--- config.mk ---
export PLATFORM = sky130hd
export DESIGN_NAME = l1_mem_arbiter_flat
export DESIGN_NICKNAME = d
export VERILOG_FILES = /design/src/rtl/l1_mem_arbiter_if.sv /design/src/rtl/l1_mem_arbiter.sv /design/src/flat_wrapper.sv
export SDC_FILE = /design/constraint.sdc
export NUM_CORES = 2
export LEC_CHECK = 0
export ABC_AREA = 1
export ABC_CLOCK_PERIOD_IN_PS = 2660
export CAP_MARGIN = 20
export CORE_AREA = 8 8 532 534
export CTS_CLUSTER_DIAMETER = 150
export DETAILED_ROUTE_END_ITERATION = 6
export DIE_AREA = 0 0 540 542
export MAX_ROUTING_LAYER = met4
export SLEW_MARGIN = 40
export SYNTH_ARGS = -nofsm -noshare
export SYNTH_HDL_FRONTEND = slang
export SYNTH_SLANG_ARGS = --single-unit
--- constraint.sdc ---
create_clock -name sys_clk -period 2.66 [get_ports sys_clk]
set_input_delay 0.399 -clock sys_clk [delete_from_list [all_inputs] [get_ports sys_clk]]
set_output_delay 0.399 -clock sys_clk [all_outputs]
set_load 0.005 [all_outputs]
--- src/rtl/l1_mem_arbiter_if.sv ---
// l1_mem_arbiter_if: L1 I/D-cache line request ports and the shared memory refill port
interface l1_mem_arbiter_if #(
  parameter int ADDR_W = 32,
  parameter int LINE_W = 256
);
  logic              i_req_read;
  logic [ADDR_W-1:0] i_req_addr;
  logic              i_done;
  logic [LINE_W-1:0] i_read_data;
  logic              d_req_read;
  logic              d_req_write;
  logic [ADDR_W-1:0] d_req_addr;
  logic [LINE_W-1:0] d_write_data;
  logic              d_done;
  logic [LINE_W-1:0] d_read_data;
  logic              m_read;
  logic              m_write;
  logic [ADDR_W-1:0] m_addr;
  logic [LINE_W-1:0] m_write_data;
  logic              m_done;
  logic [LINE_W-1:0] m_read_data;
  logic              arb_busy;
  modport master (
    output i_req_read, i_req_addr, d_req_read, d_req_write, d_req_addr, d_write_data, m_done, m_read_data,
    input  i_done, i_read_data, d_done, d_read_data, m_read, m_write, m_addr, m_write_data, arb_busy
  );
  modport slave (
    input  i_req_read, i_req_addr, d_req_read, d_req_write, d_req_addr, d_write_data, m_done, m_read_data,
    output i_done, i_read_data, d_done, d_read_data, m_read, m_write, m_addr, m_write_data, arb_busy
  );
endinterface

--- src/rtl/l1_mem_arbiter.sv ---
// l1_mem_arbiter: serialises L1 I-cache refills and D-cache refills/write-backs onto one line port
// Define ARB_RR_EN for round-robin arbitration; default is D priority with an I starvation guard.
module l1_mem_arbiter #(
  parameter int ADDR_W       = 32,
  parameter int LINE_W       = 256,
  parameter int STARVE_LIMIT = 4
) (
  input logic sys_clk,
  input logic rst_n,
  l1_mem_arbiter_if.slave bus
);
  localparam logic [ADDR_W-1:0] LINE_MASK = ~ADDR_W'(LINE_W / 8 - 1);
  typedef enum logic [1:0] {IDLE, GNT_I, GNT_D, RESP} state_t;
  state_t state;
  logic d_any, gnt_i, gnt_d, d_wr;
`ifdef ARB_RR_EN
  logic last_i;
`else
  localparam int CW = $clog2(STARVE_LIMIT + 1);
  logic [CW-1:0] starve_cnt;
`endif
  always_comb begin
    d_any = bus.d_req_read | bus.d_req_write;
    d_wr  = bus.d_req_write;
`ifdef ARB_RR_EN
    gnt_i = state == IDLE && bus.i_req_read && (!d_any || !last_i);
`else
    gnt_i = state == IDLE && bus.i_req_read && (!d_any || starve_cnt == CW'(STARVE_LIMIT));
`endif
    gnt_d = state == IDLE && d_any && !gnt_i;
  end
  always_ff @(posedge sys_clk) begin
    if (!rst_n) begin
      state            <= IDLE;
      bus.i_done       <= 1'b0;
      bus.d_done       <= 1'b0;
      bus.m_read       <= 1'b0;
      bus.m_write      <= 1'b0;
      bus.m_addr       <= '0;
      bus.m_write_data <= '0;
      bus.i_read_data  <= '0;
      bus.d_read_data  <= '0;
      bus.arb_busy     <= 1'b0;
`ifdef ARB_RR_EN
      last_i           <= 1'b0;
`else
      starve_cnt       <= '0;
`endif
    end else begin
      bus.i_done <= 1'b0;
      bus.d_done <= 1'b0;
      case (state)
        IDLE: if (gnt_i || gnt_d) begin
          state            <= gnt_i ? GNT_I : GNT_D;
          bus.m_read       <= gnt_i || !d_wr;
          bus.m_write      <= gnt_d && d_wr;
          bus.m_addr       <= (gnt_i ? bus.i_req_addr : bus.d_req_addr) & LINE_MASK;
          bus.m_write_data <= (gnt_d && d_wr) ? bus.d_write_data : '0;
          bus.arb_busy     <= 1'b1;
        end
        GNT_I, GNT_D: if (bus.m_done) begin
          state       <= RESP;
          bus.m_read  <= 1'b0;
          bus.m_write <= 1'b0;
          if (state == GNT_I) begin
            bus.i_read_data <= bus.m_read_data;
            bus.i_done      <= 1'b1;
          end else begin
            if (bus.m_read) bus.d_read_data <= bus.m_read_data;
            bus.d_done <= 1'b1;
          end
        end
        RESP: begin
          state        <= IDLE;
          bus.arb_busy <= 1'b0;
        end
      endcase
`ifdef ARB_RR_EN
      if (gnt_i || gnt_d) last_i <= gnt_i;
`else
      // consecutive D wins only count while I is actually waiting
      starve_cnt <= (!bus.i_req_read || gnt_i) ? '0 : gnt_d ? starve_cnt + 1'b1 : starve_cnt;
`endif
    end
  end
endmodule

--- src/flat_wrapper.sv ---
// flat-port wrapper written by rule: the top's interface ports become plain ports
module l1_mem_arbiter_flat 
#(
  parameter int ADDR_W       = 32,
  parameter int LINE_W       = 256,
  parameter int STARVE_LIMIT = 4
)
  (sys_clk, rst_n, bus_i_req_read, bus_i_req_addr, bus_d_req_read, bus_d_req_write, bus_d_req_addr, bus_d_write_data, bus_m_done, bus_m_read_data, bus_i_done, bus_i_read_data, bus_d_done, bus_d_read_data, bus_m_read, bus_m_write, bus_m_addr, bus_m_write_data, bus_arb_busy);
  l1_mem_arbiter_if #(.ADDR_W(ADDR_W), .LINE_W(LINE_W)) bus_i ();
  input logic sys_clk;
  input logic rst_n;
  input wire logic [$bits(bus_i.i_req_read)-1:0] bus_i_req_read;
  input wire logic [$bits(bus_i.i_req_addr)-1:0] bus_i_req_addr;
  input wire logic [$bits(bus_i.d_req_read)-1:0] bus_d_req_read;
  input wire logic [$bits(bus_i.d_req_write)-1:0] bus_d_req_write;
  input wire logic [$bits(bus_i.d_req_addr)-1:0] bus_d_req_addr;
  input wire logic [$bits(bus_i.d_write_data)-1:0] bus_d_write_data;
  input wire logic [$bits(bus_i.m_done)-1:0] bus_m_done;
  input wire logic [$bits(bus_i.m_read_data)-1:0] bus_m_read_data;
  output wire logic [$bits(bus_i.i_done)-1:0] bus_i_done;
  output wire logic [$bits(bus_i.i_read_data)-1:0] bus_i_read_data;
  output wire logic [$bits(bus_i.d_done)-1:0] bus_d_done;
  output wire logic [$bits(bus_i.d_read_data)-1:0] bus_d_read_data;
  output wire logic [$bits(bus_i.m_read)-1:0] bus_m_read;
  output wire logic [$bits(bus_i.m_write)-1:0] bus_m_write;
  output wire logic [$bits(bus_i.m_addr)-1:0] bus_m_addr;
  output wire logic [$bits(bus_i.m_write_data)-1:0] bus_m_write_data;
  output wire logic [$bits(bus_i.arb_busy)-1:0] bus_arb_busy;
  assign bus_i.i_req_read = bus_i_req_read;
  assign bus_i.i_req_addr = bus_i_req_addr;
  assign bus_i.d_req_read = bus_d_req_read;
  assign bus_i.d_req_write = bus_d_req_write;
  assign bus_i.d_req_addr = bus_d_req_addr;
  assign bus_i.d_write_data = bus_d_write_data;
  assign bus_i.m_done = bus_m_done;
  assign bus_i.m_read_data = bus_m_read_data;
  assign bus_i_done = bus_i.i_done;
  assign bus_i_read_data = bus_i.i_read_data;
  assign bus_d_done = bus_i.d_done;
  assign bus_d_read_data = bus_i.d_read_data;
  assign bus_m_read = bus_i.m_read;
  assign bus_m_write = bus_i.m_write;
  assign bus_m_addr = bus_i.m_addr;
  assign bus_m_write_data = bus_i.m_write_data;
  assign bus_arb_busy = bus_i.arb_busy;
  l1_mem_arbiter #(.ADDR_W(ADDR_W), .LINE_W(LINE_W), .STARVE_LIMIT(STARVE_LIMIT)) u_core (.sys_clk(sys_clk), .rst_n(rst_n), .bus(bus_i));
endmodule
After elaboration in Yosys (flattened, before gate mapping)
Index checks and enable logic that the tools add are counted.
- reductions and logical operators: 25
- mux-type cells: 15
- eq/ne operators: 6
- add/subtract/negate cells: 1
- bitwise logic cells: 3
- operators with widths (kind ; count):
    $mux 256 ; 1
    $mux 32 ; 1
    $reduce_and 3->1 ; 3
    $mux 1 ; 6
    $mux 2 ; 3
    $pmux 1 s2 ; 3
    $pmux 2 s3 ; 1
    $reduce_and 2->1 ; 3
    $logic_and 1x1->1 ; 5
    $eq 2x2->1 const B ; 2
    $logic_not 1->1 ; 4
    $logic_or 1x1->1 ; 4
    $ne 2x2->1 const B ; 2
    $reduce_and 4->1 ; 1
    $reduce_bool 2->1 ; 2
    $reduce_or 2->1 ; 2
    $add 3x1->3 const B ; 1
    $eq 3x3->1 const B ; 1
    $eq 2x1->1 const B ; 1
    $logic_not 2->1 ; 1
    $not 1->1 ; 2
    $or 1x1->1 ; 1
- bits in registers: 805
- output and inout bits: 805
- word-level logic and storage cells: 61
- bits of input ports: 582

Longest topological paths before layout
- word-level depth: 9
- gate-level depth with buffers: 11

Worst setup path after synthesis
OpenSTA, ideal clock, no wires.
- kind: flip-flop to flip-flop
- start: register u_core.state[0]
- end: register u_core.bus.d_read_data[100]
- setup slack: 1035 ps
- arrival: 1509 ps
- buffers on the path: 2
- clock period less this slack: 1625 ps
- stages on the path, launching flop included: 10
- required time: 2544 ps
- cell sequence: dfxtp_1 -> inv_1 -> ha_1 -> nand2_1 -> nor3_2 -> inv_1 -> clkbuf_1 -> buf_2 -> nor2_1 -> nor2_1
- cells in the longest elaborated chain, start to end: 3
- RTL lines (element ; line ; text):
    start, declared ; l1_mem_arbiter.sv:14 ; state_t state;
    start signal, assigned ; l1_mem_arbiter.sv:54 ; state <= gnt_i ? GNT_I : GNT_D;
    $eq 2x2->1 or $eq 2x1->1 (tied branches) ; l1_mem_arbiter.sv:52, l1_mem_arbiter.sv:65 ;
    $reduce_or 2->1 or $not 1->1 (tied branches) ; n/a ;
    $reduce_and 4->1 (no source line) * ; n/a ;
    end signal, assigned ; l1_mem_arbiter.sv:69 ; if (bus.m_read) bus.d_read_data <= bus.m_read_data;
    end, declared ; l1_mem_arbiter_if.sv:29 ; output i_done, i_read_data, d_done, d_read_data, m_read, m_write, m_addr, m_write_data, arb_busy
Mark *: on every way between the ends. The rest lies on a longest branch, timed or not.
A chain may end at the register's enable or synchronous reset.

Final worst setup path
- start: register u_core.bus.m_write_data[211]
- end: output bus_m_write_data[211]
- RTL lines (element ; line ; text):
    start, declared ; l1_mem_arbiter_if.sv:29 ;
    start signal, assigned ; l1_mem_arbiter.sv:58 ; bus.m_write_data <= (gnt_d && d_wr) ? bus.d_write_data : '0;
    end, declared ; flat_wrapper.sv:27 ; output wire logic [$bits(bus_i.m_write_data)-1:0] bus_m_write_data;
No word-level cell between the ends.

==> impl_metrics.env <==
export IMPL_outcome="finished, final reports clean"
export IMPL_busiest_layer="met2"
export IMPL_endpoint_kind="output pin"
export IMPL_boundaryPins=1387
export IMPL_cp_arrival_ns=2.02
export IMPL_ys_seq_elements=805
export IMPL_setup_viol=0
export IMPL_hpwl_um=194000
export IMPL_antenna_found_initial=154
export IMPL_drtAntennaViolNets=0
export IMPL_tns_ns=0
export IMPL_required_ns=2.26
export IMPL_path_max_fanout=2
export IMPL_via_per_inst=3.63
export IMPL_max_freq_ghz=0.413
export IMPL_avgSynthCellArea_um2=7.85
export IMPL_instances_no_fill=8704
export IMPL_hold_viol_final=0
export IMPL_worst_slew_pin_slew_ns=0.691
export IMPL_postCtsSetupBuffers=0
export IMPL_hold_class="input port to flip-flop"
export IMPL_post_synth_top_area_cell="dfxtp_1"
export IMPL_grtUsageMet1_pct=17.6
export IMPL_critical_path_top_delay_family="buffers and inverters"
export IMPL_cts_tree="built"
export IMPL_clk_latency_ns=0.80
export IMPL_area_growth_pct=74.5
export IMPL_start_util_pct=10.6
export IMPL_rows=193
export IMPL_vdd_drop_max_mv=0.655
export IMPL_core_area_mm2=0.275
export IMPL_port_buffers=1371
export IMPL_dr_pass1_iters=5
export IMPL_yosys_top_cells_area="dfxtp_1, nor2_1, o21ai_0"
export IMPL_drive_gt1_share_pct=5.88
export IMPL_ys_types=25
export IMPL_grt_util_all_layers_pct=15.4
export IMPL_die_height_um=542
export IMPL_yosysTopAreaCellShare_pct=55.4
export IMPL_fin_crit_sh_pct=91.0
export IMPL_cpMaxStageDelayCell="clkdlybuf4s50_1"
export IMPL_finClkSkew_ns=0.0427
export IMPL_grt_ovfl_total=0
export IMPL_syn_inst=3705
export IMPL_max_slew_margin_pct=53.9
export IMPL_critPathKind="flip-flop to output pin"
export IMPL_gr_usage_met2_pct=23.1
export IMPL_rsz0062_at_grt="no"
export IMPL_h_tree_depth=3
export IMPL_cp_slowest_stage_delay_ns=0.89
export IMPL_die_w_um=540
export IMPL_wl_per_cell_um=26.7
export IMPL_vias=31629
export IMPL_startpoint_type="flip-flop"
export IMPL_cellPowerDensity_mw_per_mm2=854
export IMPL_synth_area_mm2=0.0291
export IMPL_grt_pass1_vias=30400
export IMPL_crit_chain="clkdlybuf4s50_1"
export IMPL_grt_pass1_wl_um=297000
export IMPL_drt_total_wl_um=232000
export IMPL_slew_viol_final=0
export IMPL_place_congestion=0.931
export IMPL_clock_path_buffers=4
export IMPL_max_cap_violations=0
export IMPL_clk_pin_slew_ns=0.06
export IMPL_nets=5549
export IMPL_drc=0
export IMPL_yosysWarningCount=0
export IMPL_period_needed_ns=2.42
export IMPL_grt_start_max_net_pins=122
export IMPL_cts_root_buf="clkbuf_16"
export IMPL_drtIter0Drc=2329
export IMPL_place_inst=8463
export IMPL_yosysSeqAreaShare_pct=55.4
export IMPL_crit_buf_inv=1
export IMPL_fin_util_pct=18.5
export IMPL_leakagePower_nw=18.2
export IMPL_globalRouteMet3Util_pct=8.34
export IMPL_cts_buffers=101
export IMPL_die_area_mm2=0.293
export IMPL_cts_sink_count=805
state kept, by name (all words and copies together), names as in the netlist:
name and flops:
u_core.bus.d_read_data 256, u_core.bus.i_read_data 256, u_core.bus.m_write_data 256, u_core.bus.m_addr 27, u_core.starve_cnt 3, u_core.state 2
u_core.bus.arb_busy 1, u_core.bus.d_done 1, u_core.bus.i_done 1, u_core.bus.m_read 1, u_core.bus.m_write 1
cell families after synthesis:
kind of cell | after synthesis | share of synthesized area, %
adders and majority gates | 6 | 0.258
buffers and inverters | 401 | 6.10
AOI/OAI and AO/OA | 804 | 13.8
other | 1 | 0.0129
and+or+nand+nor | 1687 | 24.4
xor gates and xnor gates | 1 | 0.0301
DFF | 805 | 55.4
final cells by class:
type	count	area, µm²
Tap cell	3607	4510
Sequential cell	805	16100
Fill cell	30794	224000
Multi-Input combinational cell	2503	11300
Inverter	66	278
Clock buffer	139	2870
Clock inverter	39	559
Antenna cell	61	153
Timing Repair Buffer	1484	15000
repair_timing:
action | 4_1_cts | 5_1_grt
resized for setup | 1 | 0
setup endpoints to repair | 1 | 0
hold buffers | 2 | 0
hold endpoints to repair | 35 | 0
per-stage QoR:
step	total power [mW]	setup slack, ns	hold slack, ns	area [µm²]
6_report	43.4	0.241	0.194	50800
5_1_grt	45.5	0.0980	0.139	50700
4_1_cts	44.1	0.0551	0.0814	50600
3_5_place_dp	29.2	0.205	0.455	47200
3_3_place_gp	29.2	0.267	0.452	47200
2_1_floorplan	20.0	1.04	0.456	29100
placed cells by master, fill, tap and decap left out, types with 3 or more instances in the layout:
cell             instances
clkdlybuf4s50_1       1359
nor2_1                1029
dfxtp_1                805
o21ai_0                489
nand2_1                331
a21oi_1                262
nand4_1                257
clkbuf_16              103
buf_4                   84
diode_2                 61
inv_1                   60
nand3_1                 60
o21ai_1                 51
buf_12                  36
clkbuf_1                20
clkbuf_8                16
clkinv_2                15
bufinv_16               12
ha_1                     6
conb_1                   5
inv_8                    4
inv_6                    4
clkinv_4                 3
clkinvlp_4               3
path summary, 6_finish.rpt:
check                                       startpoint                                         to  slack [ns]  cells past startpoint
max          u_core.bus.m_write_data[211]$_SDFFE_PN0P_                      bus_m_write_data[211]        0.24                      1
min                              bus_d_write_data[146]  u_core.bus.m_write_data[146]$_SDFFE_PN0P_        0.19                      3
max reg2reg               u_core.state[0]$_SDFFE_PN0P_   u_core.bus.m_write_data[47]$_SDFFE_PN0P_        0.38                      9
min reg2reg  u_core.bus.m_write_data[221]$_SDFFE_PN0P_  u_core.bus.m_write_data[221]$_SDFFE_PN0P_        0.46                      2
power breakdown:
part	total, mW	leakage, nW	switching [mW]	internal, mW
sequential	15.2	6.54	1.11	14.1
clock	14.6	1.69	5.86	8.72
combinational	13.6	9.96	7.61	5.94
routing by layer:
metal / up-vias / part of all wire (%)
met2: 1612 / 43
met5: - / 0
met3: 324 / 14
li1: 14905 / -
met4: 0 / 3.6
met1: 14788 / 40
synthesized netlist by cell type:
cell type / n
nor2_1: 1029
conb_1: 1
buf_1: 27
o21ai_0: 489
o21ai_1: 52
nand3_1: 60
nor2_2: 1
or2_2: 2
buf_6: 1
xor2_1: 1
clkbuf_1: 137
inv_1: 62
buf_2: 150
nand4_1: 257
nor3_2: 1
buf_4: 20
o21ai_2: 1
inv_2: 4
nor3b_1: 1
a21oi_1: 262
dfxtp_1: 805
ha_1: 6
nor2_8: 1
nor3_1: 1
nand2_1: 334
Note: power is estimated with default switching activity, not from simulation.
